--- src/rtl/ook_pkg.sv ---
// Shared types and default framing constants for the OOK symbol framer.
package ook_pkg;

  // Framer sequencing states.
  typedef enum logic [2:0] {
    IDLE,
    PREAMBLE,
    SYNC,
    DATA,
    GAP
  } state_t;

  // Default framing constants.
  localparam logic [7:0] SYNC_WORD_DEF    = 8'hD3;
  localparam int         PREAMBLE_LEN_DEF = 8;
  localparam int         GAP_SYMS_DEF     = 4;

  // Width of the per-phase symbol index.
  // It must hold PREAMBLE_LEN-1, GAP_SYMS-1 and 7.
  localparam int IDX_W = 8;

endpackage

--- src/rtl/ook_symbol_timer.sv ---
// Symbol-rate timer.
// The divider is latched when a frame starts, so later baud_div changes do
// not alter the current frame. The tick is high on the last clock of each
// symbol; the count then wraps to 0, giving div_q+1 clocks per symbol.
module ook_symbol_timer #(
  parameter int DIV_W = 16
) (
  input  logic             clk,
  input  logic             rst,
  input  logic             start,
  input  logic [DIV_W-1:0] div_in,
  output logic             tick
);

  logic [DIV_W-1:0] div_q;
  logic [DIV_W-1:0] cnt;

  assign tick = (cnt == div_q);

  // Latch the divider on frame start; otherwise count 0..div_q and wrap.
  always_ff @(posedge clk or negedge rst) begin
    if (!rst) begin
      div_q <= '0;
      cnt   <= '0;
    end else if (start) begin
      // NOTE: sequential state uses non-blocking assignments so every register
      // samples pre-edge values regardless of statement order.
      div_q <= div_in;
      cnt   <= '0;
    end else if (tick) begin
      cnt <= '0;
    end else begin
      cnt <= cnt + DIV_W'(1);
    end
  end

endmodule

--- src/rtl/ook_symbol_framer.sv ---
// OOK symbol framer.
// Each frame is sent as: alternating preamble, sync word, payload bytes
// MSB-first, then forced-zero gap symbols. The rf_data output is the keying
// bit for the DDS, and it changes only on symbol boundaries.
module ook_symbol_framer
  import ook_pkg::*;
#(
  parameter int         DIV_W        = 16,
  parameter int         PREAMBLE_LEN = PREAMBLE_LEN_DEF,
  parameter logic [7:0] SYNC_WORD    = SYNC_WORD_DEF,
  parameter int         GAP_SYMS     = GAP_SYMS_DEF
) (
  input  logic             clk,
  input  logic             rst,
  input  logic [DIV_W-1:0] baud_div,
  input  logic [7:0]       s_data,
  input  logic             s_valid,
  input  logic             s_last,
  output logic             s_ready,
  output logic             rf_data,
  output logic             busy,
  output logic             frame_done,
  output logic             underrun
);

  localparam logic [IDX_W-1:0] LAST_PRE = IDX_W'(PREAMBLE_LEN - 1);
  localparam logic [IDX_W-1:0] LAST_GAP = IDX_W'(GAP_SYMS - 1);

  // Sequencer state and symbol index.
  state_t           state, state_d;
  logic [IDX_W-1:0] idx, idx_d;

  // Holding register: one byte plus its last flag.
  logic       hold_full;
  logic [7:0] hold_data;
  logic       hold_last;

  // Shift register for the byte currently being sent.
  logic [7:0] shift_q, shift_d;
  logic       shift_last, shift_last_d;

  // Next-state values for the registered outputs.
  logic rf_d;
  logic frame_done_d;
  logic underrun_d;

  // Control strobes.
  logic load;
  logic timer_start;
  logic tick;

  assign s_ready = ~hold_full;
  assign busy    = (state != IDLE);

  ook_symbol_timer #(
    .DIV_W (DIV_W)
  ) u_timer (
    .clk    (clk),
    .rst    (rst),
    .start  (timer_start),
    .div_in (baud_div),
    .tick   (tick)
  );

  // Accept a byte when the register is empty; it empties when loaded for transmit.
  always_ff @(posedge clk or negedge rst) begin
    if (!rst) begin
      hold_full <= 1'b0;
      hold_data <= '0;
      hold_last <= 1'b0;
    end else if (load) begin
      hold_full <= 1'b0;
    end else if (s_valid && s_ready) begin
      hold_full <= 1'b1;
      hold_data <= s_data;
      hold_last <= s_last;
    end
  end

  // Sequencer state register.
  always_ff @(posedge clk or negedge rst) begin
    if (!rst) begin
      state <= IDLE;
    end else begin
      state <= state_d;
    end
  end

  // Symbol index, shift register and registered outputs.
  always_ff @(posedge clk or negedge rst) begin
    if (!rst) begin
      idx        <= '0;
      shift_q    <= '0;
      shift_last <= 1'b0;
      rf_data    <= 1'b0;
      frame_done <= 1'b0;
      underrun   <= 1'b0;
    end else begin
      idx        <= idx_d;
      shift_q    <= shift_d;
      shift_last <= shift_last_d;
      rf_data    <= rf_d;
      frame_done <= frame_done_d;
      underrun   <= underrun_d;
    end
  end

  // Next-state logic.
  // Outside IDLE, the sequencer moves only on a symbol tick.
  // rf_d is always the value of the next symbol.
  always_comb begin
    // NOTE: every signal gets a default first, so no path can leave one
    // unassigned and infer a latch.
    state_d      = state;
    idx_d        = idx;
    shift_d      = shift_q;
    shift_last_d = shift_last;
    rf_d         = rf_data;
    frame_done_d = 1'b0;
    underrun_d   = 1'b0;
    load         = 1'b0;
    timer_start  = 1'b0;

    unique case (state)
      IDLE: begin
        rf_d = 1'b0;
        if (hold_full) begin
          state_d     = PREAMBLE;
          timer_start = 1'b1;
          idx_d       = '0;
          rf_d        = 1'b1;
        end
      end

      PREAMBLE: begin
        if (tick) begin
          if (idx == LAST_PRE) begin
            state_d = SYNC;
            idx_d   = '0;
            rf_d    = SYNC_WORD[7];
          end else begin
            // Next symbol idx+1 is 1 when idx+1 is even, i.e. when idx is odd.
            idx_d = idx + IDX_W'(1);
            rf_d  = idx[0];
          end
        end
      end

      SYNC: begin
        if (tick) begin
          if (idx[2:0] == 3'd7) begin
            state_d      = DATA;
            idx_d        = '0;
            load         = 1'b1;
            shift_d      = hold_data;
            shift_last_d = hold_last;
            rf_d         = hold_data[7];
          end else begin
            idx_d = idx + IDX_W'(1);
            rf_d  = SYNC_WORD[3'd6 - idx[2:0]];
          end
        end
      end

      DATA: begin
        if (tick) begin
          if (idx[2:0] == 3'd7) begin
            idx_d = '0;
            if (shift_last) begin
              state_d = GAP;
              rf_d    = 1'b0;
            end else if (hold_full) begin
              // Chain straight into the next byte with no idle symbol.
              load         = 1'b1;
              shift_d      = hold_data;
              shift_last_d = hold_last;
              rf_d         = hold_data[7];
            end else begin
              underrun_d = 1'b1;
              state_d    = GAP;
              rf_d       = 1'b0;
            end
          end else begin
            idx_d   = idx + IDX_W'(1);
            shift_d = {shift_q[6:0], 1'b0};
            rf_d    = shift_q[6];
          end
        end
      end

      GAP: begin
        rf_d = 1'b0;
        if (tick) begin
          if (idx == LAST_GAP) begin
            state_d      = IDLE;
            idx_d        = '0;
            frame_done_d = 1'b1;
          end else begin
            idx_d = idx + IDX_W'(1);
          end
        end
      end

      default: begin
        state_d = IDLE;
        rf_d    = 1'b0;
      end
    endcase
  end

endmodule

--- config.mk ---
export PLATFORM = sky130hd
export DESIGN_NAME = ook_symbol_framer
export DESIGN_NICKNAME = d
export VERILOG_FILES = /design/src/rtl/ook_pkg.sv /design/src/rtl/ook_symbol_timer.sv /design/src/rtl/ook_symbol_framer.sv
export SDC_FILE = /design/constraint.sdc
export NUM_CORES = 1
export LEC_CHECK = 0
export ABC_AREA = 1
export CORE_MARGIN = 3
export CORE_UTILIZATION = 60
export CTS_BUF_LIST = sky130_fd_sc_hd__clkbuf_2
export CTS_CLUSTER_DIAMETER = 40
export DETAILED_ROUTE_END_ITERATION = 10
export PLACE_DENSITY = 0.83
export RECOVER_POWER = 50
export SETUP_SLACK_MARGIN = 0.1
export SYNTH_ARGS = -nofsm -noshare
export SYNTH_HDL_FRONTEND = slang
export SYNTH_SLANG_ARGS = --single-unit
--- constraint.sdc ---
create_clock -name clk -period 4.35 [get_ports clk]
set_input_delay 1.305 -clock clk [delete_from_list [all_inputs] [get_ports clk]]
set_output_delay 1.305 -clock clk [all_outputs]
set_load 0.03 [all_outputs]
==> impl_metrics.prom, run 1 <==
# TYPE chip_impl_metric gauge
chip_impl_metric{name="detail_route.first_pass.iterations",unit=""} 4
chip_impl_metric{name="clk_transition_reported_paths",unit="ns"} 0.17
chip_impl_metric{name="timing.final.setup_violations",unit=""} 0
chip_impl_metric{name="routed-wl-met2",unit="mm"} 3.65
chip_impl_info{name="tritoncts",value="yes"} 1
chip_impl_metric{name="r2r.worst_path.cells",unit=""} 8
chip_impl_metric{name="ioPinCount",unit=""} 33
chip_impl_metric{name="pin_count_of_the_biggest_net_entering_global_routing",unit=""} 35
chip_impl_info{name="rsz0062_at_grt",value="no"} 1
chip_impl_metric{name="drcViolationCount",unit=""} 0
chip_impl_metric{name="chipHeight",unit="um"} 82.8
chip_impl_metric{name="maxSlewViolCount",unit=""} 35
chip_impl_metric{name="pwr_density_cell",unit="nW/um2"} 552
chip_impl_metric{name="power.internal",unit="mW"} 1.25
chip_impl_metric{name="cpPeakStageDelay",unit="ns"} 0.66
chip_impl_metric{name="max_slew_margin",unit="%"} -16.5
chip_impl_metric{name="globalRouteTotalUtil",unit="%"} 25.2
chip_impl_metric{name="post_cts.resized_instances",unit=""} 0
chip_impl_info{name="hp-class",value="flop to flop"} 1
chip_impl_metric{name="num-fill-cells",unit=""} 474
chip_impl_info{name="cp_startpoint_kind",value="flop"} 1
chip_impl_metric{name="port-buffer-count",unit=""} 32
chip_impl_metric{name="fmax_achieved",unit="GHz"} 0.312
chip_impl_metric{name="peakVddDrop",unit="mV"} 0.319
chip_impl_metric{name="ys_seq_area_share",unit="%"} 45.3
chip_impl_metric{name="report.power.total",unit="mW"} 2.23
chip_impl_metric{name="post_synth.cell_area_avg",unit="um2"} 7.63
chip_impl_info{name="highest_layer",value="met4"} 1
chip_impl_metric{name="hold_violations",unit=""} 0
chip_impl_metric{name="ys_types",unit=""} 37
chip_impl_metric{name="floorplan.initialDensity",unit="%"} 63.0
chip_impl_metric{name="synth_nets",unit=""} 496
chip_impl_info{name="rr_startpoint",value="idx[0]"} 1
chip_impl_metric{name="synth.ff_latch_count",unit=""} 64
chip_impl_metric{name="cts_num_sinks",unit=""} 64
chip_impl_metric{name="cts_hold_buf",unit=""} 0
chip_impl_metric{name="clock_skew",unit="ns"} 0.0231
chip_impl_metric{name="yosys_warnings",unit=""} 0
chip_impl_metric{name="n_antenna_cell",unit=""} 0
chip_impl_info{name="worstHoldEndpoint",value="shift_q[3]"} 1
chip_impl_info{name="run_status",value="finished, violations left"} 1
chip_impl_metric{name="critPathBufInv",unit=""} 2
chip_impl_metric{name="share_clk_of_total_power",unit="%"} 18.3
chip_impl_metric{name="comb_power_share",unit="%"} 43.1
chip_impl_metric{name="clock_path_buffers",unit=""} 2
chip_impl_info{name="cts_root_buffer",value="sky130_fd_sc_hd__clkbuf_2"} 1
chip_impl_metric{name="sw_frac_of_total",unit="%"} 43.7
chip_impl_metric{name="mappedNetlistArea",unit="um2"} 3530
chip_impl_metric{name="wirelength_met1",unit="mm"} 3.41
chip_impl_metric{name="cap_viol_max_count",unit=""} 1
chip_impl_info{name="worst_hold_path_startpoint",value="shift_q[3]"} 1
chip_impl_metric{name="die_x",unit="um"} 82.8
chip_impl_info{name="crit_type",value="flop to primary output"} 1
chip_impl_metric{name="wirelength",unit="mm"} 7.51
chip_impl_metric{name="path_max_fanout",unit=""} 6
chip_impl_metric{name="cts_post_setup_buffers_inserted",unit=""} 0
chip_impl_metric{name="timing.hold.worst_path_depth",unit=""} 2
chip_impl_info{name="critical_path.top_delay_family",value="buffers and inverters"} 1
chip_impl_metric{name="cts-buffers-inserted",unit=""} 9
chip_impl_metric{name="timing.final.crit_share",unit="%"} 73.6
chip_impl_metric{name="first_global_vias",unit=""} 3014
chip_impl_metric{name="arrival",unit="ns"} 1.90
chip_impl_metric{name="leakage",unit="nW"} 2.03
chip_impl_metric{name="num_vias",unit=""} 3115
chip_impl_metric{name="count_of_standard_cell_rows",unit=""} 27
chip_impl_metric{name="post_route_cells_drive_above_1_share",unit="%"} 8.30
chip_impl_metric{name="congestion_overflow_gr",unit=""} 0
chip_impl_info{name="endpoint_kind",value="primary output"} 1
chip_impl_metric{name="grt_antenna_before_repair",unit=""} 0
chip_impl_metric{name="dpl.hpwl",unit="mm"} 5.41
chip_impl_metric{name="syn_to_final_growth",unit="%"} 14.2
chip_impl_info{name="violations",value="max-capacitance violations, max-slew violations"} 1
chip_impl_metric{name="multi_input_area",unit="um2"} 1680
chip_impl_metric{name="core",unit="um2"} 5610
chip_impl_metric{name="route.detailed.wl_per_inst",unit="um"} 13.0
chip_impl_metric{name="worst-r2r-setup-slack",unit="ns"} 1.93
chip_impl_metric{name="global_route_wire_length_before_repair",unit="mm"} 13.0
chip_impl_metric{name="fin_tns_setup",unit="ns"} 0
chip_impl_metric{name="route.detailed.vias_per_inst",unit=""} 5.39
chip_impl_info{name="crit_path_cell_trace",value="inv_1, nand2_1, clkdlybuf4s50_1"} 1
chip_impl_metric{name="met3_length",unit="um"} 337
chip_impl_metric{name="detailed_router_s_first_iteration_violation_count",unit=""} 188
chip_impl_metric{name="synth-async-reset-ratio",unit="%"} 100
chip_impl_info{name="ys.flop_type",value="sky130_fd_sc_hd__dfrtp_1"} 1
chip_impl_metric{name="fin_nets",unit=""} 534
chip_impl_info{name="r2r-end",value="hold_data[6]"} 1
chip_impl_metric{name="fp.dieArea",unit="um2"} 6850
chip_impl_metric{name="synth_enable_flop_cells",unit=""} 0
chip_impl_metric{name="power_spent_charging_and_discharging_nets",unit="mW"} 0.974
chip_impl_metric{name="postRouteAntennaNets",unit=""} 0
chip_impl_metric{name="tightest_slew",unit="ns"} 1.75
chip_impl_metric{name="maximum_level_of_the_cts_h_tree",unit=""} 3
chip_impl_metric{name="clock_insertion_delay_worst_skew",unit="ns"} 0.51
chip_impl_metric{name="gpl.final_weighted_congestion",unit=""} 0.848
chip_impl_info{name="cp_slowest_cell",value="sky130_fd_sc_hd__clkdlybuf4s50_1"} 1
chip_impl_metric{name="seq_power_share",unit="%"} 38.6
chip_impl_metric{name="finalWorstPathRequiredPeriod",unit="ns"} 3.20
chip_impl_metric{name="crit_required",unit="ns"} 3.04
chip_impl_metric{name="area.sequential",unit="um2"} 1600
chip_impl_metric{name="syn-instance-count",unit=""} 463
-- placed cells by master (no fill, tap or decap), drive strengths merged --
| cell | netlist | routed |
|---|---|---|
| a211oi | 1 | 1 |
| a21oi | 6 | 6 |
| a31oi | 2 | 2 |
| bufinv | 0 | 2 |
| clkbuf | 1 | 13 |
| clkdlybuf4s50 | 0 | 31 |
| clkinv | 1 | 5 |
| dfrtp | 64 | 64 |
| ha | 5 | 5 |
| inv | 53 | 53 |
| mux2 | 6 | 6 |
| nand2 | 161 | 161 |
| nand3 | 55 | 55 |
| nand3b | 1 | 1 |
| nand4 | 11 | 11 |
| nor2 | 39 | 39 |
| nor3 | 9 | 9 |
| nor3b | 1 | 1 |
| nor4 | 2 | 2 |
| o211ai | 1 | 1 |
| o21ai | 22 | 22 |
| or2 | 2 | 2 |
| xnor2 | 2 | 2 |
| xor2 | 12 | 12 |
-- per-stage QoR --
stage	instances	setup slack (ns)	util (%)	hold slack [ns]	area, um2
after floorplan	463	2.18	-	0.435	3530
after global placement	562	1.51	69.8	0.452	3910
after detailed placement	562	1.44	69.8	0.458	3910
after CTS	578	1.12	72.2	0.497	4050
after global routing	578	1.00	72.0	0.520	4040
final	578	1.15	72.0	0.489	4040
-- power by group through the flow --
| stage | logic (mW) | clock network [mW] | registers (mW) |
|---|---|---|---|
| 3_3_place_gp | 0.934 | 0 | 0.865 |
| 2_1_floorplan | 0.752 | 0 | 0.853 |
| 4_1_cts | 0.967 | 0.414 | 0.860 |
| 5_1_grt | 1.09 | 0.446 | 0.882 |
| 3_5_place_dp | 0.958 | 0 | 0.871 |
| 6_report | 0.960 | 0.408 | 0.860 |
-- state kept, by name (all words and copies together), names as in the netlist, 3 cells and up --
signal         count
idx                8
u_timer.cnt       16
state              3
shift_q            7
u_timer.div_q     16
hold_data          8
-- worst max-delay path by stage --
stage	startpoint	slack, ns	to	cells past startpoint
2_1_floorplan	s_valid	2.18	hold_data[0]	5
3_3_place_gp	s_valid	1.51	hold_data[5]	6
5_1_grt	state[2]	1.00	busy	3
3_5_place_dp	s_valid	1.44	hold_data[6]	6
4_1_cts	state[1]	1.12	busy	3
6_report	state[1]	1.15	busy	3
-- Yosys cell counts (3+ instances only) --
master                    instances  share of area (%)
sky130_fd_sc_hd__nor2_1          37                3.9
sky130_fd_sc_hd__nand2_1        154                 16
sky130_fd_sc_hd__nand2_2          4               0.71
sky130_fd_sc_hd__nor3_2           4                1.1
sky130_fd_sc_hd__nor3_1           5               0.71
sky130_fd_sc_hd__mux2_2           5                1.6
sky130_fd_sc_hd__ha_1             5                1.8
sky130_fd_sc_hd__xor2_1          12                3.0
sky130_fd_sc_hd__buf_2            4               0.57
sky130_fd_sc_hd__a21oi_1          6               0.85
sky130_fd_sc_hd__inv_1           49                5.2
sky130_fd_sc_hd__nand3_1         54                7.6
sky130_fd_sc_hd__nand2_4          3               0.96
sky130_fd_sc_hd__o21ai_0         20                2.8
sky130_fd_sc_hd__nand4_1         11                1.9
sky130_fd_sc_hd__dfrtp_1         64                 45
sky130_fd_sc_hd__inv_2            3               0.32
-- layout make-up --
class,instances,area share (%)
clock buffer,10,1.24
tap,72,2.23
clock inverter,6,2.08
inverter,54,5.12
sequential,64,39.7
timing repair buffer,34,7.97
multi-input combinational,338,41.7
-- worst reg2reg max path, cell delays in order, from the launching register on --
cell and delay, ns:
sky130_fd_sc_hd__dfrtp_1 0.45, sky130_fd_sc_hd__ha_1 0.25, sky130_fd_sc_hd__ha_1 0.25, sky130_fd_sc_hd__inv_1 0.25
sky130_fd_sc_hd__a21oi_1 0.19, sky130_fd_sc_hd__nand4_1 0.41, sky130_fd_sc_hd__nand2_1 0.42, sky130_fd_sc_hd__nand2_1 0.10
sky130_fd_sc_hd__nand2_1 0.07
-- per-layer routing --
metal	vias up	track usage (%)
li1	1569	-
met1	1461	32.1
met2	68	41.2
met3	17	7.38
met4	0	8.50
met5	-	0
-- cells by family after synthesis --
family	Yosys count	synth area share, %
XOR/XNOR	14	3.47
AO/OA/AOI/OAI	32	5.20
AND/OR/NAND/NOR	281	35.3
adder cells (fa/ha/maj)	5	1.77
buffers and inverters	61	7.04
flip-flops	64	45.3
multiplexers	6	1.91
Power figures use the tool's default switching activity.
==> run 2, diff against run 1 <==
CORE_UTILIZATION = 54   (was 60)
PLACE_DENSITY = 0.79   (was 0.83)
clock period = 2.7 ns   (was 4.35 ns; I/O delays follow)
==> run 2 against run 1 <==
The flow still finishes with violations (max-capacitance violations, max-slew violations). Sequential share of layout area rose by 0.30 points. Cell count rose by 1.0%. Worst setup slack got worse by 0.87 ns. Global-route usage fell by 4.1 points. Core utilization fell by 6.6 points. Combinational power rose by 60%. Sequential cell count did not move. Via count barely moved. Clock power rose by 12%. Critical endpoint unchanged. Largest cell class unchanged. Highest routed layer unchanged.
==> impl_metrics.prom, run 2 (synthesized netlist as in run 1, its figures left out) <==
# TYPE chip_impl_metric gauge
chip_impl_metric{name="worst-r2r-setup-slack",unit="ns"} 0.35
chip_impl_metric{name="r2r.worst_path.cells",unit=""} 5
chip_impl_metric{name="crit_required",unit="ns"} 1.89
chip_impl_metric{name="dpl.hpwl",unit="mm"} 5.62
chip_impl_metric{name="max_slew_margin",unit="%"} -8.39
chip_impl_metric{name="drcViolationCount",unit=""} 0
chip_impl_metric{name="peakVddDrop",unit="mV"} 0.416
chip_impl_metric{name="core",unit="um2"} 6130
chip_impl_metric{name="maximum_level_of_the_cts_h_tree",unit=""} 3
chip_impl_info{name="rsz0062_at_grt",value="no"} 1
chip_impl_info{name="biggestRegsByFlops",value="u_timer.cnt: 16 flops, u_timer.div_q: 16 flops"} 1
chip_impl_metric{name="cap_viol_max_count",unit=""} 1
chip_impl_metric{name="fmax_achieved",unit="GHz"} 0.412
chip_impl_metric{name="globalRouteTotalUtil",unit="%"} 21.1
chip_impl_metric{name="route.detailed.wl_per_inst",unit="um"} 12.9
chip_impl_metric{name="detail_route.first_pass.iterations",unit=""} 5
chip_impl_info{name="rr_startpoint",value="state[2]"} 1
chip_impl_info{name="endpoint_kind",value="primary output"} 1
chip_impl_metric{name="clock_path_buffers",unit=""} 2
chip_impl_metric{name="maxSlewViolCount",unit=""} 32
chip_impl_metric{name="leakage",unit="nW"} 2.03
chip_impl_metric{name="path_max_fanout",unit=""} 4
chip_impl_info{name="most_used_cells_in_the_layout_excluding_fill_and_tap_cells",value="sky130_fd_sc_hd__nand2_1 (154), sky130_fd_sc_hd__dfrtp_1 (64), sky130_fd_sc_hd__nand3_1 (55)"} 1
chip_impl_metric{name="timing.final.setup_violations",unit=""} 0
chip_impl_info{name="final_common_cell",value="sky130_fd_sc_hd__nand2_1"} 1
chip_impl_metric{name="final_design_area_no_fill",unit="um2"} 4010
chip_impl_info{name="crit_type",value="flop to primary output"} 1
chip_impl_metric{name="detailed_router_s_first_iteration_violation_count",unit=""} 182
chip_impl_metric{name="num-fill-cells",unit=""} 535
chip_impl_metric{name="floorplan.initialDensity",unit="%"} 57.7
chip_impl_metric{name="clock_insertion_delay_worst_skew",unit="ns"} 0.49
chip_impl_info{name="cts_root_buffer",value="sky130_fd_sc_hd__clkbuf_2"} 1
chip_impl_metric{name="die_x",unit="um"} 86.9
chip_impl_metric{name="placed_area",unit="um2"} 3950
chip_impl_metric{name="route.detailed.vias_per_inst",unit=""} 5.34
chip_impl_metric{name="clock_skew",unit="ns"} 0.0187
chip_impl_info{name="tritoncts",value="yes"} 1
chip_impl_info{name="violations",value="max-capacitance violations, max-slew violations"} 1
chip_impl_metric{name="post_cts.resized_instances",unit=""} 1
chip_impl_metric{name="wirelength",unit="mm"} 7.56
chip_impl_metric{name="area.sequential",unit="um2"} 1600
chip_impl_info{name="r2r-end",value="u_timer.div_q[15]"} 1
chip_impl_metric{name="count_of_standard_cell_rows",unit=""} 28
chip_impl_metric{name="num_vias",unit=""} 3118
chip_impl_metric{name="n_antenna_cell",unit=""} 0
chip_impl_metric{name="finalWorstPathRequiredPeriod",unit="ns"} 2.42
chip_impl_metric{name="clk_transition_reported_paths",unit="ns"} 0.18
chip_impl_metric{name="syn_to_final_growth",unit="%"} 13.3
chip_impl_metric{name="timing.final.crit_share",unit="%"} 89.8
chip_impl_metric{name="global_route_wire_length_before_repair",unit="mm"} 12.6
chip_impl_metric{name="tightest_slew",unit="ns"} 1.63
chip_impl_metric{name="cts_num_sinks",unit=""} 64
chip_impl_metric{name="hold_violations",unit=""} 0
chip_impl_info{name="worst_hold_path_startpoint",value="shift_q[3]"} 1
chip_impl_metric{name="fp.dieArea",unit="um2"} 7550
chip_impl_metric{name="cts-buffers-inserted",unit=""} 9
chip_impl_metric{name="pwr_density_cell",unit="nW/um2"} 847
chip_impl_metric{name="postRouteAntennaNets",unit=""} 0
chip_impl_info{name="cp_startpoint_kind",value="flop"} 1
chip_impl_metric{name="gpl.final_weighted_congestion",unit=""} 0.856
chip_impl_metric{name="first_global_vias",unit=""} 2899
chip_impl_metric{name="fin_nets",unit=""} 537
chip_impl_metric{name="finalCoreUtilization",unit="%"} 65.3
chip_impl_metric{name="fin_tns_setup",unit="ns"} 0
chip_impl_metric{name="post_route_cells_drive_above_1_share",unit="%"} 8.45
chip_impl_info{name="hp-class",value="flop to flop"} 1
chip_impl_info{name="worstHoldEndpoint",value="shift_q[3]"} 1
chip_impl_info{name="run_status",value="finished, violations left"} 1
chip_impl_metric{name="grt_antenna_before_repair",unit=""} 0
chip_impl_metric{name="cts_post_setup_buffers_inserted",unit=""} 0
chip_impl_metric{name="congestion_overflow_gr",unit=""} 0
chip_impl_metric{name="ioPinCount",unit=""} 33
chip_impl_metric{name="timing.hold.worst_path_depth",unit=""} 2
chip_impl_metric{name="cts_hold_buf",unit=""} 0
chip_impl_metric{name="pin_count_of_the_biggest_net_entering_global_routing",unit=""} 32
chip_impl_metric{name="chipHeight",unit="um"} 86.9
chip_impl_metric{name="port-buffer-count",unit=""} 32
chip_impl_metric{name="multi_input_area",unit="um2"} 1680
chip_impl_metric{name="arrival",unit="ns"} 1.61
[run 2: per-layer routing]
metal / vias up / GRT usage, % / routed length (um)
met4: 0 / 8.22 / 133
met3: 12 / 4.45 / 387
met1: 1450 / 28.4 / 3410
met2: 93 / 33.5 / 3630
li1: 1563 / - / -
met5: - / 0 / 0
[run 2: final cells by class]
class                      instances  area share, %
clock buffer                      11           1.37
clock inverter                     5          0.594
inverter                          54           5.15
multi-input combinational        338           42.0
sequential                        64           40.0
tap                               75           2.34
timing repair buffer              37           8.56
[run 2: worst max path at each step]
stage,start,to,slack [ns],depth (start not counted)
finish,state[2],busy,0.28,3
global route,state[2],u_timer.div_q[10],0.08,5
CTS,hold_full,s_ready,0.12,2
detailed placement,idx[0],shift_q[5],0.45,8
global placement,state[2],busy,0.57,3
floorplan,idx[0],hold_data[0],0.82,9
[run 2: report_power, final]
group / total [mW] / switching (mW) / leakage [nW] / internal, mW
Sequential: 1.40 / 0.193 / 0.832 / 1.20
Clock: 0.458 / 0.340 / 0.0544 / 0.119
Combinational: 1.54 / 1.03 / 1.15 / 0.512
[run 2: worst max-delay path, stage by stage, from the launching register on]
cell                            delay [ns]
sky130_fd_sc_hd__dfrtp_1              0.48
sky130_fd_sc_hd__nor2_2               0.20
sky130_fd_sc_hd__nand2_1              0.09
sky130_fd_sc_hd__dlygate4sd2_1        0.36
[run 2: metrics by stage]
step / hold slack (ns) / power [mW] / std cells / setup slack, ns
finish: 0.496 / 3.39 / 584 / 0.276
floorplan: 0.435 / 2.59 / 463 / 0.824
CTS: 0.347 / 3.41 / 584 / 0.115
detailed placement: 0.460 / 2.97 / 568 / 0.453
global placement: 0.456 / 2.91 / 568 / 0.574
global route: 0.526 / 3.69 / 584 / 0.0753
